`config.mk`:
```
export PLATFORM = sky130hd
export DESIGN_NAME = sysid_probe_master_flat
export DESIGN_NICKNAME = d
export VERILOG_FILES = /design/src/rtl/sysid_probe_pkg.sv /design/src/rtl/sysid_probe_master_if.sv /design/src/rtl/avm_read_timer.sv /design/src/rtl/sysid_probe_master.sv /design/src/flat_wrapper.sv
export SDC_FILE = /design/constraint.sdc
export NUM_CORES = 1
export LEC_CHECK = 0
export CORE_MARGIN = 2
export CORE_UTILIZATION = 51
export DETAILED_ROUTE_END_ITERATION = 10
export PLACE_DENSITY_LB_ADDON = 0.12
export SYNTH_ARGS = -nofsm -noshare
export SYNTH_HDL_FRONTEND = slang
export SYNTH_SLANG_ARGS = --single-unit
```
`constraint.sdc`:
```
create_clock -name clock -period 4.1 [get_ports clock]
set_clock_uncertainty 0.2 [all_clocks]
set_input_delay 0.82 -clock clock [delete_from_list [all_inputs] [get_ports clock]]
set_output_delay 0.82 -clock clock [all_outputs]
set_load 0.005 [all_outputs]
```
`src/rtl/sysid_probe_pkg.sv`:
```
// =============================================================================
//  Module   : sysid_probe_pkg
//  Brief    : Shared types and constants for the system-ID probe master.
//  Revision : 1.0
// =============================================================================
`default_nettype none

package sysid_probe_pkg;

  typedef enum logic [2:0] {
    ST_IDLE   = 3'd0,
    ST_RD_ID  = 3'd1,
    ST_RD_TS  = 3'd2,
    ST_CHECK  = 3'd3,
    ST_FINISH = 3'd4
  } probe_state_e;

  localparam logic [1:0] ERR_NONE    = 2'd0;
  localparam logic [1:0] ERR_ID      = 2'd1;
  localparam logic [1:0] ERR_TS      = 2'd2;
  localparam logic [1:0] ERR_TIMEOUT = 2'd3;

  localparam int unsigned SYSID_ADDR_ID = 0;
  localparam int unsigned SYSID_ADDR_TS = 1;

endpackage

`default_nettype wire

```
`src/rtl/sysid_probe_master_if.sv`:
```
// =============================================================================
//  Module   : sysid_probe_master_if
//  Brief    : Avalon-MM read-only bus between the probe master and sysid slave.
//  Revision : 1.0
// =============================================================================
`default_nettype none

interface sysid_probe_master_if #(
  parameter int ADDR_W = 1
);
  logic [ADDR_W-1:0] avm_address;
  logic              avm_read;
  logic              avm_waitrequest;
  logic [31:0]       avm_readdata;

  modport master (
    output avm_address,
    output avm_read,
    input  avm_waitrequest,
    input  avm_readdata
  );

  modport slave (
    input  avm_address,
    input  avm_read,
    output avm_waitrequest,
    output avm_readdata
  );
endinterface

`default_nettype wire

```
`src/rtl/avm_read_timer.sv`:
```
// =============================================================================
//  Module   : avm_read_timer
//  Brief    : Counts stalled bus cycles; flags the cycle the limit is reached.
//  Revision : 1.0
// =============================================================================
`default_nettype none

module avm_read_timer #(
  parameter int TIMEOUT_CYC = 16
) (
  input  wire logic clk,
  input  wire logic rst,
  input  wire logic i_clear,
  input  wire logic i_count_en,
  output logic      o_expired
);

  logic [15:0] r_count;

  always_ff @(posedge clk) begin
    if (rst || i_clear) begin
      r_count <= 16'd0;
    end else if (i_count_en) begin
      r_count <= r_count + 16'd1;
    end
  end

  // Fires on the stalled cycle whose increment would bring the count to the limit.
  assign o_expired = i_count_en && (r_count == 16'(TIMEOUT_CYC - 1));

endmodule

`default_nettype wire

```
`src/rtl/sysid_probe_master.sv`:
```
// =============================================================================
//  Module   : sysid_probe_master
//  Brief    : Reads sysid ID and timestamp words, compares to expected image.
//  Revision : 1.0
// =============================================================================
`default_nettype none

module sysid_probe_master
  import sysid_probe_pkg::*;
#(
  parameter int          ADDR_W      = 1,
  parameter logic [31:0] EXPECTED_ID = 32'd0,
  parameter logic [31:0] EXPECTED_TS = 32'd1542719444,
  parameter int          TIMEOUT_CYC = 16,
  parameter int          MAX_RETRIES = 2
) (
  input  wire logic            clock,
  input  wire logic            reset,
  input  wire logic            start,
  sysid_probe_master_if.master avm,
  output logic                 busy,
  output logic                 done,
  output logic                 pass,
  output logic [1:0]           err_code,
  output logic [31:0]          id_value,
  output logic [31:0]          ts_value
);

  probe_state_e      r_state;
  logic              r_read;
  logic [ADDR_W-1:0] r_addr;
  logic              r_busy;
  logic              r_done;
  logic              r_pass;
  logic [1:0]        r_err;
  logic [31:0]       r_id;
  logic [31:0]       r_ts;
  logic [3:0]        r_retry;

  logic w_in_rd;
  logic w_xfer;
  logic w_count_en;
  logic w_timer_clr;
  logic w_expire;

  assign w_in_rd     = (r_state == ST_RD_ID) || (r_state == ST_RD_TS);
  assign w_xfer      = w_in_rd && r_read && !avm.avm_waitrequest;
  assign w_count_en  = w_in_rd && r_read && avm.avm_waitrequest;
  assign w_timer_clr = !w_count_en;

  avm_read_timer #(
    .TIMEOUT_CYC (TIMEOUT_CYC)
  ) u_timer (
    .clk        (clock),
    .rst        (reset),
    .i_clear    (w_timer_clr),
    .i_count_en (w_count_en),
    .o_expired  (w_expire)
  );

  always_ff @(posedge clock) begin
    if (reset) begin
      r_state <= ST_IDLE;
      r_read  <= 1'b0;
      r_addr  <= '0;
      r_busy  <= 1'b0;
      r_done  <= 1'b0;
      r_pass  <= 1'b0;
      r_err   <= ERR_NONE;
      r_id    <= 32'd0;
      r_ts    <= 32'd0;
      r_retry <= 4'd0;
    end else begin
      r_done <= 1'b0;
      case (r_state)
        ST_IDLE: begin
          if (start) begin
            r_pass  <= 1'b0;
            r_err   <= ERR_NONE;
            r_retry <= 4'd0;
            r_busy  <= 1'b1;
            r_read  <= 1'b1;
            r_addr  <= ADDR_W'(SYSID_ADDR_ID);
            r_state <= ST_RD_ID;
          end
        end
        ST_RD_ID, ST_RD_TS: begin
          // A dropped read here is the one-cycle gap after an abort; re-arm it.
          if (!r_read) begin
            r_read <= 1'b1;
          end else if (w_expire) begin
            r_read <= 1'b0;
            r_addr <= ADDR_W'(SYSID_ADDR_ID);
            if (r_retry < 4'(MAX_RETRIES)) begin
              r_retry <= r_retry + 4'd1;
              r_state <= ST_RD_ID;
            end else begin
              r_err   <= ERR_TIMEOUT;
              r_done  <= 1'b1;
              r_state <= ST_FINISH;
            end
          end else if (w_xfer) begin
            if (r_state == ST_RD_ID) begin
              r_id    <= avm.avm_readdata;
              r_addr  <= ADDR_W'(SYSID_ADDR_TS);
              r_state <= ST_RD_TS;
            end else begin
              r_ts    <= avm.avm_readdata;
              r_read  <= 1'b0;
              r_state <= ST_CHECK;
            end
          end
        end
        ST_CHECK: begin
          if (r_id != EXPECTED_ID) begin
            r_err <= ERR_ID;
          end else if (r_ts != EXPECTED_TS) begin
            r_err <= ERR_TS;
          end else begin
            r_pass <= 1'b1;
          end
          r_done  <= 1'b1;
          r_state <= ST_FINISH;
        end
        ST_FINISH: begin
          r_busy  <= 1'b0;
          r_state <= ST_IDLE;
        end
        default: begin
          r_busy  <= 1'b0;
          r_read  <= 1'b0;
          r_state <= ST_IDLE;
        end
      endcase
    end
  end

  assign avm.avm_address = r_addr;
  assign avm.avm_read    = r_read;
  assign busy            = r_busy;
  assign done            = r_done;
  assign pass            = r_pass;
  assign err_code        = r_err;
  assign id_value        = r_id;
  assign ts_value        = r_ts;

endmodule

`default_nettype wire

```
`src/flat_wrapper.sv`:
```
// flat-port wrapper written by rule: the top's interface ports become plain ports
module sysid_probe_master_flat import sysid_probe_pkg::*;
#(
  parameter int          ADDR_W      = 1,
  parameter logic [31:0] EXPECTED_ID = 32'd0,
  parameter logic [31:0] EXPECTED_TS = 32'd1542719444,
  parameter int          TIMEOUT_CYC = 16,
  parameter int          MAX_RETRIES = 2
)
  (clock, reset, start, busy, done, pass, err_code, id_value, ts_value, avm_avm_address, avm_avm_read, avm_avm_waitrequest, avm_avm_readdata);
  sysid_probe_master_if #(.ADDR_W(ADDR_W)) avm_i ();
  input  wire logic clock;
  input  wire logic reset;
  input  wire logic start;
  output logic busy;
  output logic done;
  output logic pass;
  output logic [1:0] err_code;
  output logic [31:0] id_value;
  output logic [31:0] ts_value;
  output wire logic [$bits(avm_i.avm_address)-1:0] avm_avm_address;
  output wire logic [$bits(avm_i.avm_read)-1:0] avm_avm_read;
  input wire logic [$bits(avm_i.avm_waitrequest)-1:0] avm_avm_waitrequest;
  input wire logic [$bits(avm_i.avm_readdata)-1:0] avm_avm_readdata;
  assign avm_avm_address = avm_i.avm_address;
  assign avm_avm_read = avm_i.avm_read;
  assign avm_i.avm_waitrequest = avm_avm_waitrequest;
  assign avm_i.avm_readdata = avm_avm_readdata;
  sysid_probe_master #(.ADDR_W(ADDR_W), .EXPECTED_ID(EXPECTED_ID), .EXPECTED_TS(EXPECTED_TS), .TIMEOUT_CYC(TIMEOUT_CYC), .MAX_RETRIES(MAX_RETRIES)) u_core (.clock(clock), .reset(reset), .start(start), .avm(avm_i), .busy(busy), .done(done), .pass(pass), .err_code(err_code), .id_value(id_value), .ts_value(ts_value));
endmodule
```
==> flow_metrics.py, run 1 <==
metrics = {
    "setup_path": {
        "crit_arrival_ns": 2.73,
        "crit_path_cell_trace": "clkdlybuf4s50_1, nand2b_1, or3_1, nand2_1, a21oi_1",
        "cp_slowest_cell": "or3_1",
        "required_ns": 4.19,
        "cp-startpoint": "avm_avm_waitrequest",
        "crit_family": "simple AND/OR/NAND/NOR gates",
        "cp_num_buf_inv": 1,
        "crit_path_max_fanout": 32,
        "crit_type": "in2reg",
        "endpoint_kind": "flip-flop",
        "start_kind": "input pin",
        "slowest_delay_ns": 0.86,
        "r2r_start": "u_core.r_state[1]",
    },
    "routing": {
        "via_per_inst": 5.46,
        "wl_met2_mm": 4.55,
        "wl_met1_mm": 4.29,
        "highest_layer": "met4",
        "drtAntennaViolNets": 0,
        "first_pass_iters": 5,
        "vias": 3642,
        "post-route-drc-count": 0,
        "wl_mm": 9.77,
        "dr.first_iter.drc_count": 188,
        "dr_wl_met3_um": 692,
        "wl_per_cell_um": 14.7,
    },
    "clocking": {
        "clkTransAtPathRegs_ns": 0.09,
        "holdBufCountCts": 0,
        "cts_sinks": 94,
        "ctsRootBufferMaster": "clkbuf_8",
        "cts-htree-levels": 3,
        "clk_latency_ns": 0.36,
        "cts_max_path_buffers": 2,
        "cts_resized": 0,
        "post_cts_buffers": 0,
        "cts_tree": "yes",
        "cts_made_buffers": 9,
    },
    "place": {
        "postPlaceCellArea_um2": 4850,
        "place_inst": 652,
        "preCtsSetupSlack_ns": 1.09,
        "dpl.hpwl_mm": 6.78,
        "gp_congestion": 0.840,
        "portBuffers": 106,
    },
    "logic_synthesis": {
        "ys_types": 40,
        "yosysSeqAreaShare_pct": 50.3,
        "yosys_most_used_dff": "dfxtp_1",
        "async_reset_ff_share_pct": 0,
        "netlist.area_leader.share_pct": 50.3,
        "synth_area_um2": 3740,
        "synth_edf_count": 0,
        "synth_seq_cells": 94,
        "yosysWarnings": 0,
        "netlist_top_cells_area": "dfxtp_1 50%, nand2_1 14%, a21oi_1 9.8%",
        "synth_largest_area_cell": "dfxtp_1",
        "avgSynthCellArea_um2": 7.93,
        "synthCells": 472,
        "synth_nets": 510,
    },
    "final_layout": {
        "diodes": 0,
        "area_growth_syn_to_layout_pct": 34.9,
        "drive_gt1_share_pct": 4.40,
        "fin_cells": 667,
        "fill_cells": 595,
        "nNetsFinal": 602,
        "final_area_um2": 5050,
    },
    "timing": {
        "slew_headroom_pct": 27.7,
        "clock.fmax_mhz": 379,
        "timing.final.ws_setup_ns": 1.46,
        "drv_slew": 0,
        "rsz0062_at_grt": "false",
        "max_slew.worst_pin.slew_ns": 1.08,
        "hold_violations": 0,
        "period_needed_ns": 2.64,
        "finalSetupViolations": 0,
        "setup-tns-final_ns": 0,
        "min_period_over_period_pct": 64.4,
    },
    "power_and_ir_drop": {
        "leakage_nw": 1.66,
        "total_power_mw": 2.01,
        "powerDensity_nw_per_um2": 397,
        "ir_drop_mv": 0.170,
    },
    "global_routing": {
        "grt_pass1_vias": 3370,
        "overflow": 0,
        "track_usage_pct": 24.5,
        "grt_first_pass_wirelength_mm": 15.2,
        "grt_start_max_net_pins": 68,
        "antenna_found_initial": 0,
    },
    "hold_path": {
        "min_path_type": "reg2reg",
        "hold_start": "u_core.u_timer.r_count[0]",
    },
    "flow_run": {
        "drv_cap": 0,
    },
    "floorplan": {
        "die_h_um": 89.7,
        "die_x_um": 89.7,
        "ios": 107,
        "initial_core_util_pct": 52.2,
        "rows": 31,
        "coreArea_um2": 7180,
        "dieArea_um2": 8040,
    },
    "run_status": {
        "outcome": "complete, no violations",
    },
}
==> cell usage after synthesis, types with 6 or more instances <==
master and count:
nand2_1 140, nor4_1 13, clkbuf_1 28, nand2b_1 6, nor3_1 10, a21oi_1 73, o21ai_0 9, nand4_1 7
xnor2_1 10, dfxtp_1 94, nor2_1 24
==> area by class of cell <==
| type | instances | area [um^2] | share of cell area, % |
|---|---|---|---|
| flip-flops and latches | 94 | 1880 | 37.3 |
| multi-input cells | 345 | 1750 | 34.6 |
| repair buffers | 109 | 1080 | 21.4 |
| clock buffers | 12 | 155 | 3.07 |
| well taps | 99 | 124 | 2.45 |
| clock inverters | 3 | 43.8 | 0.867 |
| inverters | 5 | 18.8 | 0.372 |
==> layout by cell type, fill, tap and decap left out, types with 2 or more instances in the layout <==
| cell type | netlist | layout |
|---|---|---|
| a211oi_1 | 5 | 5 |
| nor4_1 | 13 | 13 |
| nor3_1 | 10 | 8 |
| xnor2_1 | 10 | 10 |
| buf_4 | 0 | 3 |
| clkbuf_8 | 0 | 11 |
| nand4_1 | 7 | 7 |
| ha_1 | 2 | 2 |
| a31oi_1 | 2 | 2 |
| or4_1 | 2 | 2 |
| and3_1 | 4 | 4 |
| nand2_1 | 140 | 140 |
| or3_1 | 5 | 5 |
| dfxtp_1 | 94 | 94 |
| nor4b_1 | 3 | 3 |
| nor2_1 | 24 | 24 |
| o21ai_0 | 9 | 9 |
| nand3_1 | 5 | 5 |
| nor3_2 | 0 | 2 |
| clkdlybuf4s50_1 | 0 | 105 |
| a21oi_1 | 73 | 73 |
| xor2_1 | 4 | 4 |
| and4_1 | 2 | 2 |
| or2_2 | 2 | 2 |
| nand2b_1 | 6 | 6 |
| inv_1 | 5 | 5 |
==> metrics by stage <==
step                util, %  hold WS, ns
detailed placement     67.6        0.247
CTS                    70.4        0.258
floorplan                 -        0.213
global route           70.4        0.279
finish                 70.4        0.261
global placement       67.6        0.232
==> state kept, by name (all words and copies together) (netlist names) <==
| signal | cells |
|---|---|
| u_core.u_timer.r_count | 16 |
| u_core.busy | 1 |
| u_core.err_code | 2 |
| u_core.done | 1 |
| u_core.ts_value | 32 |
| u_core.avm.avm_read | 1 |
| u_core.avm.avm_address | 1 |
| u_core.pass | 1 |
| u_core.r_state | 3 |
| u_core.id_value | 32 |
| u_core.r_retry | 4 |
==> cell families (layout without fill, tap and decap cells) <==
logic type	count (synthesis)	count (layout)	share of synthesized area, %
compound gates	96	96	13.9
buf+inv	33	129	3.31
mux	1	1	0.267
flops	94	94	50.3
xor+xnor	14	14	3.27
fa+ha+maj	2	2	0.668
simple gates	232	232	28.3
==> routing by layer <==
metal	global-route usage (%)	vias to the layer above
li1	-	1785
met1	31.7	1720
met2	38.4	113
met3	6.49	24
met4	10.7	0
met5	0	-
==> final timing paths <==
kind | endpoint | slack (ns) | cells past startpoint
max | u_core.ts_value[3] | 1.46 | 5
min | u_core.u_timer.r_count[0] | 0.26 | 1
max reg2reg | u_core.r_state[0] | 1.66 | 5
min reg2reg | u_core.u_timer.r_count[0] | 0.26 | 1
==> power by group <==
| group | internal, mW | switching (mW) |
|---|---|---|
| clock network | 0.313 | 0.310 |
| registers | 0.954 | 0.0514 |
| logic | 0.188 | 0.190 |
(Power assumes the default switching activity.)
==> run 2, diff against run 1 <==
--- a/config.mk
+++ b/config.mk
@@ -6,7 +6,7 @@
 export NUM_CORES = 1
 export LEC_CHECK = 0
 export CORE_MARGIN = 2
-export CORE_UTILIZATION = 51
+export CORE_UTILIZATION = 47
 export DETAILED_ROUTE_END_ITERATION = 10
 export PLACE_DENSITY_LB_ADDON = 0.12
 export SYNTH_ARGS = -nofsm -noshare
==> constraint.sdc (replaced) <==
create_clock -name clock -period 2.6 [get_ports clock]
set_clock_uncertainty 0.2 [all_clocks]
set_input_delay 0.52 -clock clock [delete_from_list [all_inputs] [get_ports clock]]
set_output_delay 0.52 -clock clock [all_outputs]
set_load 0.005 [all_outputs]
==> run 2 against run 1 <==
Against the previous run: setup slack lost 1.2 ns; global-route usage is 0.48 points lower; routed wire length increased by 3.2%; non-clock buffer count increased by 13; die area up 8.1%; clock-buffer cell count fell by 1; core utilization decreased by 3.7 points; critical endpoint is now u_core.r_state[0]; largest power group unchanged; highest routed layer unchanged.
==> flow_metrics.py, run 2 (synthesis results as in run 1) <==
metrics = {
    "timing": {
        "drv_slew": 0,
        "max_slew.worst_pin.slew_ns": 0.706,
        "clock.fmax_mhz": 429,
        "hold_violations": 0,
        "period_needed_ns": 2.33,
        "timing.final.ws_setup_ns": 0.271,
        "slew_headroom_pct": 52.9,
        "setup-tns-final_ns": 0,
        "finalSetupViolations": 0,
        "min_period_over_period_pct": 89.6,
        "rsz0062_at_grt": "false",
    },
    "routing": {
        "dr.first_iter.drc_count": 200,
        "first_pass_iters": 5,
        "via_per_inst": 5.42,
        "post-route-drc-count": 0,
        "vias": 3705,
        "drtAntennaViolNets": 0,
        "wl_mm": 10.1,
        "wl_per_cell_um": 14.7,
    },
    "global_routing": {
        "grt_pass1_vias": 3442,
        "overflow": 0,
        "antenna_found_initial": 0,
        "track_usage_pct": 24.0,
        "grt_start_max_net_pins": 70,
        "grt_first_pass_wirelength_mm": 16.5,
    },
    "floorplan": {
        "coreArea_um2": 7730,
        "initial_core_util_pct": 48.5,
        "ios": 107,
        "die_h_um": 93.3,
        "rows": 32,
        "die_x_um": 93.3,
        "dieArea_um2": 8700,
    },
    "place": {
        "gp_congestion": 0.843,
        "dpl.hpwl_mm": 7.14,
        "preCtsSetupSlack_ns": 0.0134,
        "place_inst": 668,
        "postPlaceCellArea_um2": 4970,
        "portBuffers": 106,
    },
    "clocking": {
        "holdBufCountCts": 0,
        "cts_made_buffers": 9,
        "cts-htree-levels": 3,
        "cts_sinks": 94,
        "cts_resized": 0,
        "ctsRootBufferMaster": "clkbuf_8",
        "cts_tree": "yes",
        "cts_max_path_buffers": 2,
        "post_cts_buffers": 0,
        "clk_latency_ns": 0.36,
        "clkTransAtPathRegs_ns": 0.09,
    },
    "power_and_ir_drop": {
        "leakage_nw": 1.72,
        "powerDensity_nw_per_um2": 618,
        "ir_drop_mv": 0.414,
    },
    "final_layout": {
        "area_growth_syn_to_layout_pct": 37.7,
        "drive_gt1_share_pct": 6.53,
        "fill_cells": 642,
        "diodes": 0,
        "fin_cells": 684,
        "nNetsFinal": 615,
        "final_cell_mix": "140 x nand2_1, 105 x clkdlybuf4s50_1, 94 x dfxtp_1, 73 x a21oi_1, 24 x nor2_1",
        "mostFrequentLayoutCell": "nand2_1",
        "final_area_um2": 5160,
    },
    "setup_path": {
        "required_ns": 2.69,
        "reg2reg_slack_ns": 0.27,
        "r2r_cells": 5,
        "slowest_delay_ns": 0.47,
        "crit_path_cell_trace": "nor4_1, nand4_1, o31a_1, or4_1, mux2i_1",
        "cp_num_buf_inv": 0,
        "crit_arrival_ns": 2.42,
        "crit_type": "reg2reg",
        "endpoint_kind": "flip-flop",
        "start_kind": "flip-flop",
        "crit_family": "simple AND/OR/NAND/NOR gates",
        "cp_slowest_cell": "or4_1",
        "r2r_start": "u_core.u_timer.r_count[11]",
        "reg2reg_to": "u_core.r_state[0]",
        "crit_path_max_fanout": 6,
    },
    "run_status": {
        "outcome": "complete, no violations",
    },
    "hold_path": {
        "hold_start": "reset",
        "min_path_type": "in2reg",
        "holdPathStages": 2,
        "whs_endpoint": "u_core.pass",
    },
    "flow_run": {
        "drv_cap": 0,
    },
}
## run 2: cell count changes in the layout (fill, tap and decap cells not counted), sizes merged
cell	delta
buf	+13
clkbuf	-1
clkinv	+1
clkinvlp	+1
## run 2: cell type report
class                   instances  area, um^2  share of cell area (%)
well taps                     102         128                    2.47
inverters                       5        18.8                   0.364
clock buffers                  11         131                    2.55
repair buffers                122        1190                    23.0
clock inverters                 5        60.1                    1.16
multi-input cells             345        1750                    33.9
flip-flops and latches         94        1880                    36.5
## run 2: how the worst max path moves through the flow
stage	slack [ns]	startpoint	cells after the start	end
floorplan	0.51	start	5	u_core.err_code[0]
global placement	0.06	avm_avm_waitrequest	6	u_core.r_state[0]
detailed placement	0.01	avm_avm_waitrequest	6	u_core.r_state[0]
CTS	0.29	u_core.u_timer.r_count[11]	5	u_core.r_state[0]
global route	0.14	u_core.u_timer.r_count[11]	5	u_core.r_state[0]
finish	0.27	u_core.u_timer.r_count[11]	5	u_core.r_state[0]
## run 2: through the flow
step | power [mW] | hold slack (ns) | utilization [%]
after global placement | 2.25 | 0.229 | 64.3
after global routing | 3.34 | 0.232 | 66.7
after detailed placement | 2.26 | 0.234 | 64.3
final | 3.19 | 0.205 | 66.7
after floorplan | 1.94 | 0.213 | -
after CTS | 3.20 | 0.200 | 66.7
## run 2: power breakdown
| part | total, mW | switching, mW | leakage [nW] | internal [mW] |
|---|---|---|---|---|
| clock | 0.953 | 0.506 | 0.0935 | 0.447 |
| combinational | 0.674 | 0.337 | 0.868 | 0.337 |
| sequential | 1.56 | 0.0559 | 0.759 | 1.51 |
| total | 3.19 | 0.899 | 1.72 | 2.29 |
## run 2: worst reg2reg max path: cells and delay by family (launching register included)
kind,cells,cell delay [ns]
DFF,1,0.36
and+or+nand+nor,3,1.20
muxes,1,0.17
AOI/OAI and AO/OA,1,0.32
## run 2: layer usage
metal	global-route usage (%)	part of all wire (%)
met5	0	0
met2	38.3	49
met4	6.25	1.3
met3	9.19	8.3
met1	30.5	42
==> run 3, diff against run 2 <==
--- a/config.mk
+++ b/config.mk
@@ -7,6 +7,7 @@
 export LEC_CHECK = 0
 export CORE_MARGIN = 2
 export CORE_UTILIZATION = 47
+export CTS_CLUSTER_DIAMETER = 80
 export DETAILED_ROUTE_END_ITERATION = 10
 export PLACE_DENSITY_LB_ADDON = 0.12
 export SYNTH_ARGS = -nofsm -noshare
==> results of run 3 <==
No change in the layout: final DEF, timing and power equal those of run 2.
